File: config.mk
export PLATFORM = sky130hd
export DESIGN_NAME = seq_divider_8bit_flat
export DESIGN_NICKNAME = d
export VERILOG_FILES = /design/src/rtl/seq_divider_8bit_if.sv /design/src/rtl/seq_divider_8bit.sv /design/src/flat_wrapper.sv
export SDC_FILE = /design/constraint.sdc
export NUM_CORES = 1
export LEC_CHECK = 0
export ABC_AREA = 1
export CORE_MARGIN = 10
export CORE_UTILIZATION = 47
export DETAILED_ROUTE_END_ITERATION = 16
export PLACE_DENSITY = 0.69
export SLEW_MARGIN = 15
export SYNTH_ARGS = -nofsm -noshare
export SYNTH_HDL_FRONTEND = slang
export SYNTH_SLANG_ARGS = --single-unit
export TNS_END_PERCENT = 30
File: constraint.sdc
create_clock -name clk -period 5.9 [get_ports clk]
set_clock_uncertainty 0.05 [all_clocks]
set_input_delay 0.59 -clock clk [delete_from_list [all_inputs] [get_ports clk]]
set_output_delay 0.59 -clock clk [all_outputs]
set_load 0.05 [all_outputs]
File: src/rtl/seq_divider_8bit_if.sv
// Request/response bundle for the sequential divider: operands and start in,
// registered results, status flags and handshake out.
interface seq_divider_8bit_if #(
  parameter int unsigned WIDTH = 8
);
  logic             start;
  logic             op;
  logic [WIDTH-1:0] dividend;
  logic [WIDTH-1:0] divisor;
  logic [WIDTH-1:0] quotient;
  logic [WIDTH-1:0] remainder;
  logic             busy;
  logic             done;
  logic             div_by_zero;
  logic             overflow;

  modport master (
    output start, op, dividend, divisor,
    input  quotient, remainder, busy, done, div_by_zero, overflow
  );

  modport slave (
    input  start, op, dividend, divisor,
    output quotient, remainder, busy, done, div_by_zero, overflow
  );
endinterface

File: src/rtl/seq_divider_8bit.sv
// Restoring shift-subtract divider, one quotient bit per cycle, unsigned or
// two's-complement signed (sign fix-up applied to magnitudes after the loop).
module seq_divider_8bit #(
  parameter int unsigned WIDTH = 8
) (
  input  logic                clk,
  input  logic                rst_n,
  seq_divider_8bit_if.slave   bus
);
  localparam int unsigned CW = (WIDTH > 1) ? $clog2(WIDTH) : 1;

  typedef enum logic [1:0] {IDLE, RUN, FIX, DONE} state_t;

  state_t           state_q, state_d;
  logic [CW-1:0]    cnt_q, cnt_d;
  logic [WIDTH-1:0] rem_q, rem_d;
  logic [WIDTH-1:0] acc_q, acc_d;   // dividend bits shift out, quotient bits shift in
  logic [WIDTH-1:0] dvs_q, dvs_d;
  logic             q_neg_q, q_neg_d;
  logic             r_neg_q, r_neg_d;
  logic             ovf_pend_q, ovf_pend_d;
  logic [WIDTH-1:0] quotient_q, quotient_d;
  logic [WIDTH-1:0] remainder_q, remainder_d;
  logic             busy_q, busy_d;
  logic             done_q, done_d;
  logic             dbz_q, dbz_d;
  logic             ovf_q, ovf_d;

  logic [WIDTH:0]   shifted;
  logic [WIDTH:0]   trial;
  logic [WIDTH-1:0] a_mag, b_mag;
  logic             a_neg, b_neg;

  always_comb begin
    shifted = {rem_q, acc_q[WIDTH-1]};
    trial   = shifted - {1'b0, dvs_q};
    a_neg   = bus.op & bus.dividend[WIDTH-1];
    b_neg   = bus.op & bus.divisor[WIDTH-1];
    a_mag   = a_neg ? -bus.dividend : bus.dividend;
    b_mag   = b_neg ? -bus.divisor  : bus.divisor;
  end

  always_comb begin
    state_d     = state_q;
    cnt_d       = cnt_q;
    rem_d       = rem_q;
    acc_d       = acc_q;
    dvs_d       = dvs_q;
    q_neg_d     = q_neg_q;
    r_neg_d     = r_neg_q;
    ovf_pend_d  = ovf_pend_q;
    quotient_d  = quotient_q;
    remainder_d = remainder_q;
    busy_d      = busy_q;
    done_d      = 1'b0;
    dbz_d       = dbz_q;
    ovf_d       = ovf_q;

    unique case (state_q)
      IDLE: begin
        if (bus.start) begin
          if (bus.divisor == '0) begin
            quotient_d  = '1;
            remainder_d = bus.dividend;
            dbz_d       = 1'b1;
            ovf_d       = 1'b0;
            done_d      = 1'b1;
            state_d     = DONE;
          end else begin
            acc_d      = a_mag;
            dvs_d      = b_mag;
            rem_d      = '0;
            cnt_d      = '0;
            q_neg_d    = a_neg ^ b_neg;
            r_neg_d    = a_neg;
            ovf_pend_d = bus.op && (bus.dividend == {1'b1, {(WIDTH-1){1'b0}}})
                         && (bus.divisor == '1);
            busy_d     = 1'b1;
            state_d    = RUN;
          end
        end
      end
      RUN: begin
        if (!trial[WIDTH]) begin
          rem_d = trial[WIDTH-1:0];
          acc_d = {acc_q[WIDTH-2:0], 1'b1};
        end else begin
          rem_d = shifted[WIDTH-1:0];
          acc_d = {acc_q[WIDTH-2:0], 1'b0};
        end
        cnt_d = cnt_q + 1'b1;
        if (cnt_q == CW'(WIDTH-1)) state_d = FIX;
      end
      FIX: begin
        quotient_d  = q_neg_q ? -acc_q : acc_q;
        remainder_d = r_neg_q ? -rem_q : rem_q;
        dbz_d       = 1'b0;
        ovf_d       = ovf_pend_q;
        busy_d      = 1'b0;
        done_d      = 1'b1;
        state_d     = DONE;
      end
      DONE: state_d = IDLE;
      default: state_d = IDLE;
    endcase
  end

  always_ff @(posedge clk or negedge rst_n) begin
    if (!rst_n) begin
      state_q     <= IDLE;
      cnt_q       <= '0;
      rem_q       <= '0;
      acc_q       <= '0;
      dvs_q       <= '0;
      q_neg_q     <= 1'b0;
      r_neg_q     <= 1'b0;
      ovf_pend_q  <= 1'b0;
      quotient_q  <= '0;
      remainder_q <= '0;
      busy_q      <= 1'b0;
      done_q      <= 1'b0;
      dbz_q       <= 1'b0;
      ovf_q       <= 1'b0;
    end else begin
      state_q     <= state_d;
      cnt_q       <= cnt_d;
      rem_q       <= rem_d;
      acc_q       <= acc_d;
      dvs_q       <= dvs_d;
      q_neg_q     <= q_neg_d;
      r_neg_q     <= r_neg_d;
      ovf_pend_q  <= ovf_pend_d;
      quotient_q  <= quotient_d;
      remainder_q <= remainder_d;
      busy_q      <= busy_d;
      done_q      <= done_d;
      dbz_q       <= dbz_d;
      ovf_q       <= ovf_d;
    end
  end

  assign bus.quotient    = quotient_q;
  assign bus.remainder   = remainder_q;
  assign bus.busy        = busy_q;
  assign bus.done        = done_q;
  assign bus.div_by_zero = dbz_q;
  assign bus.overflow    = ovf_q;
endmodule

File: src/flat_wrapper.sv
// flat-port wrapper written by rule: the top's interface ports become plain ports
module seq_divider_8bit_flat 
#(
  parameter int unsigned WIDTH = 8
)
  (clk, rst_n, bus_start, bus_op, bus_dividend, bus_divisor, bus_quotient, bus_remainder, bus_busy, bus_done, bus_div_by_zero, bus_overflow);
  seq_divider_8bit_if #(.WIDTH(WIDTH)) bus_i ();
  input  logic clk;
  input  logic rst_n;
  input wire logic [$bits(bus_i.start)-1:0] bus_start;
  input wire logic [$bits(bus_i.op)-1:0] bus_op;
  input wire logic [$bits(bus_i.dividend)-1:0] bus_dividend;
  input wire logic [$bits(bus_i.divisor)-1:0] bus_divisor;
  output wire logic [$bits(bus_i.quotient)-1:0] bus_quotient;
  output wire logic [$bits(bus_i.remainder)-1:0] bus_remainder;
  output wire logic [$bits(bus_i.busy)-1:0] bus_busy;
  output wire logic [$bits(bus_i.done)-1:0] bus_done;
  output wire logic [$bits(bus_i.div_by_zero)-1:0] bus_div_by_zero;
  output wire logic [$bits(bus_i.overflow)-1:0] bus_overflow;
  assign bus_i.start = bus_start;
  assign bus_i.op = bus_op;
  assign bus_i.dividend = bus_dividend;
  assign bus_i.divisor = bus_divisor;
  assign bus_quotient = bus_i.quotient;
  assign bus_remainder = bus_i.remainder;
  assign bus_busy = bus_i.busy;
  assign bus_done = bus_i.done;
  assign bus_div_by_zero = bus_i.div_by_zero;
  assign bus_overflow = bus_i.overflow;
  seq_divider_8bit #(.WIDTH(WIDTH)) u_core (.clk(clk), .rst_n(rst_n), .bus(bus_i));
endmodule
# Word-level counts from Yosys, hierarchy flattened
# Cells that the tools add are included.
[totals]
out_inout_bits = 20
wordCells = 82
inputBits = 20
register_bits = 52
[op_classes]
n_eq_ne = 10
n_addsub = 6
muxes = 37
n_reduce_logical = 11
bitwise = 4
[op_table]
columns = ["operator", "n"]
rows = [
  ["$mux W8", 13],
  ["$pmux W8 S2", 4],
  ["$neg A8 Y8", 4],
  ["$eq A8 B8 Y1 const B", 2],
  ["$reduce_and A3 Y1", 4],
  ["$mux W1", 9],
  ["$sub A9 B8 Y9", 1],
  ["$logic_not A8 Y1", 1],
  ["$pmux W1 S2", 4],
  ["$pmux W2 S4", 1],
  ["$mux W2", 3],
  ["$mux W3", 2],
  ["$pmux W3 S2", 1],
  ["$eq A2 B2 Y1 const B", 2],
  ["$ne A2 B1 Y1 const B", 2],
  ["$ne A2 B2 Y1 const B", 2],
  ["$reduce_bool A2 Y1", 2],
  ["$add A3 B1 Y3 const B", 1],
  ["$eq A3 B3 Y1 const B", 1],
  ["$and A1 B1 Y1", 2],
  ["$eq A2 B1 Y1 const B", 1],
  ["$logic_and A1 B1 Y1", 2],
  ["$logic_not A2 Y1", 1],
  ["$reduce_and A2 Y1", 1],
  ["other kinds (2)", 2],
]

# Logic depth before layout (Yosys ltp)
# Gate-level depths: netlist (run 1).
[logic_depth]
ltp_word = 5
depth_mapped = 13
depth_no_buf = 13

# Worst setup path after synthesis (run 1)
# Ideal clock, no wire load.
[synth_path]
path_type = "register -> register"
from = "register u_core.acc_q[7]"
to = "register u_core.rem_q[7]"
slack_ps = 3979
t_arrival_ps = 1753
required_time_ps = 5733
path_buffers = 0
stages_incl_launch_ff = 14
setup_ps = 117
period_less_slack_ps = 1921
cell_sequence = "dfrtp_1 inv_1 ha_1 fa_1 inv_1 nand2_1 nand2_1 nand3_1 nand2_1 nand2_2 nand2_4 nand2_1 nand3_1 nand2_1"
[synth_between]
elab_chain_len = 3
[synth_rtl]
columns = ["element", "line_no", "source"]
rows = [
  ["start: declaration", "seq_divider_8bit.sv:17", "logic [WIDTH-1:0] acc_q, acc_d;"],
  ["start signal: assignment", "seq_divider_8bit.sv:113", "acc_q <= '0;"],
  ["start signal: assignment", "seq_divider_8bit.sv:128", "acc_q <= acc_d;"],
  ["$sub A9 B8 Y9", "seq_divider_8bit.sv:36", "trial = shifted - {1'b0, dvs_q};"],
  ["$mux W8", "seq_divider_8bit.sv:84", "if (!trial[WIDTH]) begin"],
  ["$pmux W8 S2", "seq_divider_8bit.sv:59", "unique case (state_q)"],
  ["end signal: assignment", "seq_divider_8bit.sv:127", "rem_q <= rem_d;"],
  ["end: declaration", "seq_divider_8bit.sv:16", "logic [WIDTH-1:0] rem_q, rem_d;"],
]
# Every way passes these cells.
# A chain may end at the register's enable or synchronous reset.

# Worst setup path in the final report (run 1)
[layout_path]
from = "input bus_divisor[0]"
to = "register u_core.ovf_q (netlist: u_core.bus.overflow)"
[layout_between]
elab_chain_len = 3
[layout_rtl]
columns = ["element", "line_no", "source"]
rows = [
  ["start: declaration", "flat_wrapper.sv:13", "input wire logic [$bits(bus_i.divisor)-1:0] bus_divisor;"],
  ["$logic_not A8 Y1", "seq_divider_8bit.sv:62", "if (bus.divisor == '0) begin"],
  ["$ne A2 B1 Y1 (no source line)", "-", ""],
  ["$reduce_and A3 Y1 (no source line)", "-", ""],
  ["end signal: assignment", "seq_divider_8bit.sv:138", "ovf_q <= ovf_d;"],
  ["end: declaration", "seq_divider_8bit.sv:27", "logic ovf_q, ovf_d;"],
]
# Every way passes these cells.

==> results.json, run 1 <==
{
  "cp.arrival_ps": 2560,
  "period_share_pct": 40.4,
  "cts_tree": "yes",
  "cts_sinks": 52,
  "cpMaxStageDelayCell": "nor2_2",
  "pre_cts_ws_ps": 3160,
  "first_pass_iters": 4,
  "crit_family": "simple AND/OR/NAND/NOR gates",
  "clk_latency_ps": 320,
  "whs_ps": 333,
  "maxSlewHeadroom_pct": 46.7,
  "grt_max_degree": 53,
  "rsz0062_at_grt": "no",
  "row_count": 31,
  "clkPwrFrac_pct": 11.9,
  "max-clock-path-buffers": 2,
  "wl_met1_microns": 3880,
  "outcome": "completed",
  "hold_class": "input port to async pin",
  "antenna_left": 0,
  "routedWlPerCell_microns": 13.3,
  "crit_type": "input port to register",
  "p_leak_nw": 2.09,
  "critPathMaxStageDelay_ps": 600,
  "crit_path_frequent_cell": "nor2_2",
  "io_buffers": 39,
  "die-area_sq_mm": 0.0112,
  "grt_pass1_vias": 2976,
  "num_antenna_cells": 0,
  "nets": 559,
  "top_layer": "met4",
  "cp_cell_sequence": "clkdlybuf4s50_1 -> inv_1 -> ha_1 -> inv_1 -> nor2_2 -> nand4_4 -> nor2_2 -> nor2_2 -> nor2_2 -> nand2_1 -> nand2_1",
  "start_util_pct": 48.1,
  "p_comb_share_pct": 60.8,
  "p_seq_share_pct": 27.2,
  "tns_ps": 0,
  "core-area_sq_mm": 0.00721,
  "grt_overflow": 0,
  "root_buffer": "clkbuf_8",
  "fin_crit_ps": 2380,
  "endpoint_kind": "register",
  "final_cell_mix": "159 x nand2_1, 66 x inv_1, 52 x dfrtp_1",
  "worst-path-max-fanout": 21,
  "num_vias": 3115,
  "netlist_area_sq_mm": 0.00347,
  "clk_pin_slew_ps": 100,
  "gp_congestion": 0.847,
  "rr_startpoint": "u_core.state_q[0]$_DFFE_PN0P_",
  "worst_pin_slew_ps": 799,
  "io_pins": 40,
  "fmax_mhz": 419,
  "cp.required_ps": 6070,
  "htreeDepth": 2,
  "final_util_pct": 56.2,
  "final_common_cell": "nand2_1",
  "cts_resized": 0,
  "p_total_mw": 2.23,
  "numCtsBuffers": 5,
  "viasPerCell": 5.02,
  "synth_area_per_cell_sq_um": 7.19,
  "yosys_warnings": 0,
  "die_height_microns": 106,
  "pwr_density_cell_mw_per_mm2": 551,
  "cp-start-kind": "input port",
  "worst_slack_ps": 3520,
  "gr-usage-all-layers_pct": 15.0,
  "setup_viol": 0,
  "ys_seq_area_share_pct": 37.5,
  "crit_buf_inv": 3,
  "irDropWorstVdd_v": 0.000320,
  "wl_met3_microns": 381,
  "hpwl_microns": 6430,
  "drc": 0,
  "die_width_microns": 106,
  "yosysUniqueCellTypes": 28,
  "ys_seq_elements": 52,
  "dr_wl_met2_microns": 3900,
  "grt_pass1_wl_microns": 14100,
  "syn_nets": 521,
  "cts_hold_buf": 0,
  "final_max_slew_viol_count": 0,
  "final_hold_viol_count": 0,
  "switchingPower_mw": 1.13,
  "drive_gt1_share_pct": 5.18,
  "areaGrowthSynthToFinish_pct": 16.9,
  "netlist_instances": 482,
  "drtIter0Drc": 152,
  "maxCapViolCount": 0,
  "p_int_mw": 1.10,
  "switching_share_pct": 50.6,
  "startpoint": "bus_divisor[0]",
  "antenna_found_initial": 0,
  "post_cts_buffers": 0,
  "wirelength_microns": 8250
}
## registers in the layout, indices dropped and copies added (netlist names), 2 cells and up
name,count
u_core.state_q,2
u_core.dvs_q,8
u_core.rem_q,8
u_core.cnt_q,3
u_core.bus.remainder,8
u_core.bus.quotient,8
u_core.acc_q,8
## area by class of cell
| class | count | area [sq um] |
|---|---|---|
| Clock inverter | 2 | 38.8 |
| Clock buffer | 6 | 82.6 |
| Fill cell | 718 | 3160 |
| Multi-Input combinational cell | 352 | 1850 |
| Tap cell | 99 | 124 |
| Timing Repair Buffer | 40 | 393 |
| Sequential cell | 52 | 1300 |
| Inverter | 69 | 264 |
## stage by stage
stage	cells	cell area [sq um]
finish	620	4050
CTS	620	4050
floorplan	482	3470
global placement	612	3930
detailed placement	612	3930
global route	620	4050
## final timing paths
kind	end	cells after the start	slack, ps
setup / recovery	u_core.bus.overflow$_DFFE_PN0P_	11	3520
hold / removal	u_core.rem_q[5]$_DFFE_PN0P_	2	330
setup reg to reg	u_core.bus.overflow$_DFFE_PN0P_	8	3600
hold reg to reg	u_core.bus.remainder[0]$_DFFE_PN0P_	2	440
max in group asynchronous	u_core.cnt_q[2]$_DFFE_PN0P_	2	5030
min in group clk	u_core.bus.remainder[0]$_DFFE_PN0P_	2	440
## cell families after synthesis
logic type	synth area share, %
XOR/XNOR	5.05
AO/OA/AOI/OAI	9.53
buffers and inverters	9.17
flip-flops	37.5
adder cells (fa/ha/maj)	7.07
AND/OR/NAND/NOR	31.6
## synthesized netlist by cell type (all sizes together)
library cell  number  area (sq um)
nand2            164           643
inv               69           264
dfrtp             52          1300
nand3             43           220
o21ai             37           185
nor2              33           144
xor2              20           175
ha                18           225
a21oi             15          78.8
o211ai             8          60.1
buf                6          42.5
nand4              5          46.3
clkbuf             3          11.3
nand3b             3          22.5
nor3               3          15.0
fa                 1          20.0
o22ai              1          6.26
or2                1          6.26
## routing by layer
layer | vias up | global-route usage [%]
li1 | 1609 | -
met1 | 1435 | 19.1
met2 | 63 | 25.1
met3 | 8 | 2.72
met4 | 0 | 4.64
met5 | - | 0
## power by group through the flow
stage	combinational [mW]	sequential [mW]	clock (mW)
2_1_floorplan	0.847	0.789	0
3_5_place_dp	1.36	0.616	0
5_1_grt	1.53	0.629	0.283
4_1_cts	1.37	0.610	0.269
3_3_place_gp	1.34	0.612	0
6_report	1.36	0.609	0.266
No activity file was read; power rests on OpenSTA's default activity.
==> run 2, diff against run 1 <==
Clock period 5.9 ns to 2.4 ns, I/O delays scaled along.
==> run 2 against run 1 <==
Compared with the run above: hold slack got worse by 38 ps; sequential power is 140% higher; non-clock buffer count up 5; utilization up 0.21 points; sequential share of layout area fell by 0.12 points; power is 140% higher; cell count up 0.81%; sequential cell count is the same; cell area up 0.37%; critical path depth rose by 2; wire length rose by 3.2%; clock-buffer cell count down 1; critical endpoint is now u_core.rem_q[4]$_DFFE_PN0P_; largest power group unchanged.
==> results.json, run 2 (synthesized netlist as in run 1, its figures left out) <==
{
  "start_util_pct": 48.1,
  "placed_cell_area_sq_mm": 0.00395,
  "die_height_microns": 106,
  "critPathMaxStageDelay_ps": 410,
  "pwr_density_cell_mw_per_mm2": 1340,
  "antenna_found_initial": 0,
  "irDropWorstVdd_v": 0.000821,
  "clk_pin_slew_ps": 110,
  "setup_viol": 0,
  "nFillCells": 703,
  "maxCapViolCount": 0,
  "maxSlewHeadroom_pct": 44.8,
  "crit_family": "simple AND/OR/NAND/NOR gates",
  "io_pins": 40,
  "die_width_microns": 106,
  "io_buffers": 39,
  "cpMaxStageDelayCell": "fa_1",
  "outcome": "completed",
  "viasPerCell": 5.05,
  "max-clock-path-buffers": 2,
  "drive_gt1_share_pct": 5.89,
  "p_int_mw": 2.61,
  "worst-path-max-fanout": 10,
  "cts_tree": "yes",
  "endpoint_kind": "register",
  "die-area_sq_mm": 0.0112,
  "cp.required_ps": 2570,
  "crit_path_frequent_cell": "nand2_1",
  "drtIter0Drc": 247,
  "period_share_pct": 88.7,
  "final_common_cell": "nand2_1",
  "gp_congestion": 0.847,
  "placed_cells": 615,
  "stdcell_count": 625,
  "rsz0062_at_grt": "no",
  "nets": 564,
  "fin_crit_ps": 2130,
  "num_antenna_cells": 0,
  "drc": 0,
  "cts_sinks": 52,
  "p_leak_nw": 2.10,
  "crit_buf_inv": 2,
  "grt_max_degree": 22,
  "p_comb_share_pct": 62.6,
  "tns_ps": 0,
  "worst_pin_slew_ps": 827,
  "grt_pass1_vias": 3131,
  "p_seq_share_pct": 27.4,
  "fmax_mhz": 470,
  "switchingPower_mw": 2.84,
  "core-area_sq_mm": 0.00721,
  "final_hold_viol_count": 0,
  "wirelength_microns": 8510,
  "root_buffer": "clkbuf_8",
  "cp-start-kind": "register",
  "clkPwrFrac_pct": 10.0,
  "grt_util_met3_pct": 3.02,
  "cp_cell_sequence": "inv_1 -> ha_1 -> fa_1 -> inv_1 -> nand2_1 -> nand2_1 -> nand3_1 -> nand2_1 -> nand2_2 -> nand2_4 -> nand2_1 -> nand3_1 -> nand2_1",
  "grt_use_met1_pct": 20.0,
  "areaGrowthSynthToFinish_pct": 17.3,
  "num_vias": 3158,
  "routedWlPerCell_microns": 13.6,
  "htreeDepth": 2,
  "antenna_left": 0,
  "grt_pass1_wl_microns": 14600,
  "final_cell_mix": "159 x nand2_1, 66 x inv_1, 52 x dfrtp_1",
  "cp.arrival_ps": 2300,
  "grt_use_met2_pct": 25.4,
  "grt_overflow": 0,
  "grt_busiest_layer": "met2",
  "final_max_slew_viol_count": 0,
  "row_count": 31,
  "fin_area_sq_mm": 0.00407,
  "first_pass_iters": 5,
  "gr-usage-all-layers_pct": 15.5,
  "clk_latency_ps": 320,
  "hpwl_microns": 6680,
  "crit_type": "register to register",
  "switching_share_pct": 52.2,
  "numCtsBuffers": 5,
  "hold_class": "input port to async pin"
}
-- run 2: cell types whose count changed in the layout (fill, tap and decap cells not counted), sizes merged --
cell         previous run  this run
buf                     2         6
bufinv                  1         0
clkbuf                  6         5
clkinvlp                0         1
dlygate4sd3             0         1
inv                    69        70
-- run 2: cell type report --
class	count	area (sq um)	area share, %
Clock inverter	3	27.5	0.677
Tap cell	99	124	3.05
Clock buffer	5	68.8	1.69
Sequential cell	52	1300	32.0
Multi-Input combinational cell	352	1850	45.4
Inverter	69	264	6.49
Timing Repair Buffer	45	433	10.6
-- run 2: per-layer routing --
layer	up-vias	part of all wire (%)
li1	1613	-
met1	1457	46
met2	77	47
met3	11	5.1
met4	0	1.5
met5	-	0
-- run 2: timing repair --
action | CTS | global route
setup buffers | 0 | 1
endpoints found under the setup margin | 0 | 4
endpoints found under the hold margin | 13 | 0
resized for setup | 0 | 0
hold buffers | 1 | 0
-- run 2: worst paths after layout --
check / startpoint / endpoint / slack [ps] / cells past startpoint
min in group clk: u_core.dvs_q[2]$_DFFE_PN0P_ / u_core.dvs_q[2]$_DFFE_PN0P_ / 440 / 2
worst max register to register: u_core.acc_q[7]$_DFFE_PN0P_ / u_core.rem_q[4]$_DFFE_PN0P_ / 270 / 13
max in group asynchronous: rst_n / u_core.cnt_q[1]$_DFFE_PN0P_ / 1410 / 3
worst min register to register: u_core.dvs_q[2]$_DFFE_PN0P_ / u_core.dvs_q[2]$_DFFE_PN0P_ / 440 / 2
worst min-delay path: rst_n / u_core.rem_q[5]$_DFFE_PN0P_ / 290 / 2
worst max-delay path: u_core.acc_q[7]$_DFFE_PN0P_ / u_core.rem_q[4]$_DFFE_PN0P_ / 270 / 13
-- run 2: power groups by stage --
stage	Combinational (mW)	Sequential, mW	Clock, mW
after floorplan	2.08	1.94	0
after global placement	3.31	1.51	0
after detailed placement	3.40	1.51	0
after CTS	3.41	1.50	0.566
after global routing	3.84	1.54	0.593
final	3.41	1.49	0.546
-- run 2: worst register-to-register path: cells and delay by family (launching register included) --
kind / cells / cell delay, ps
simple gates: 9 / 840
buf+inv: 2 / 140
fa+ha+maj: 2 / 620
flops: 1 / 370
-- run 2: through the flow --
stage / power, mW / setup WS [ps] / hold WS, ps / utilization [%]
after detailed placement: 4.91 / -6.81 / 116 / 54.8
after global placement: 4.82 / 82.8 / 124 / 54.8
after global routing: 5.98 / 53.3 / 340 / 56.4
after CTS: 5.47 / 174 / 300 / 56.3
final: 5.45 / 272 / 295 / 56.4
after floorplan: 4.02 / 479 / -106 / -
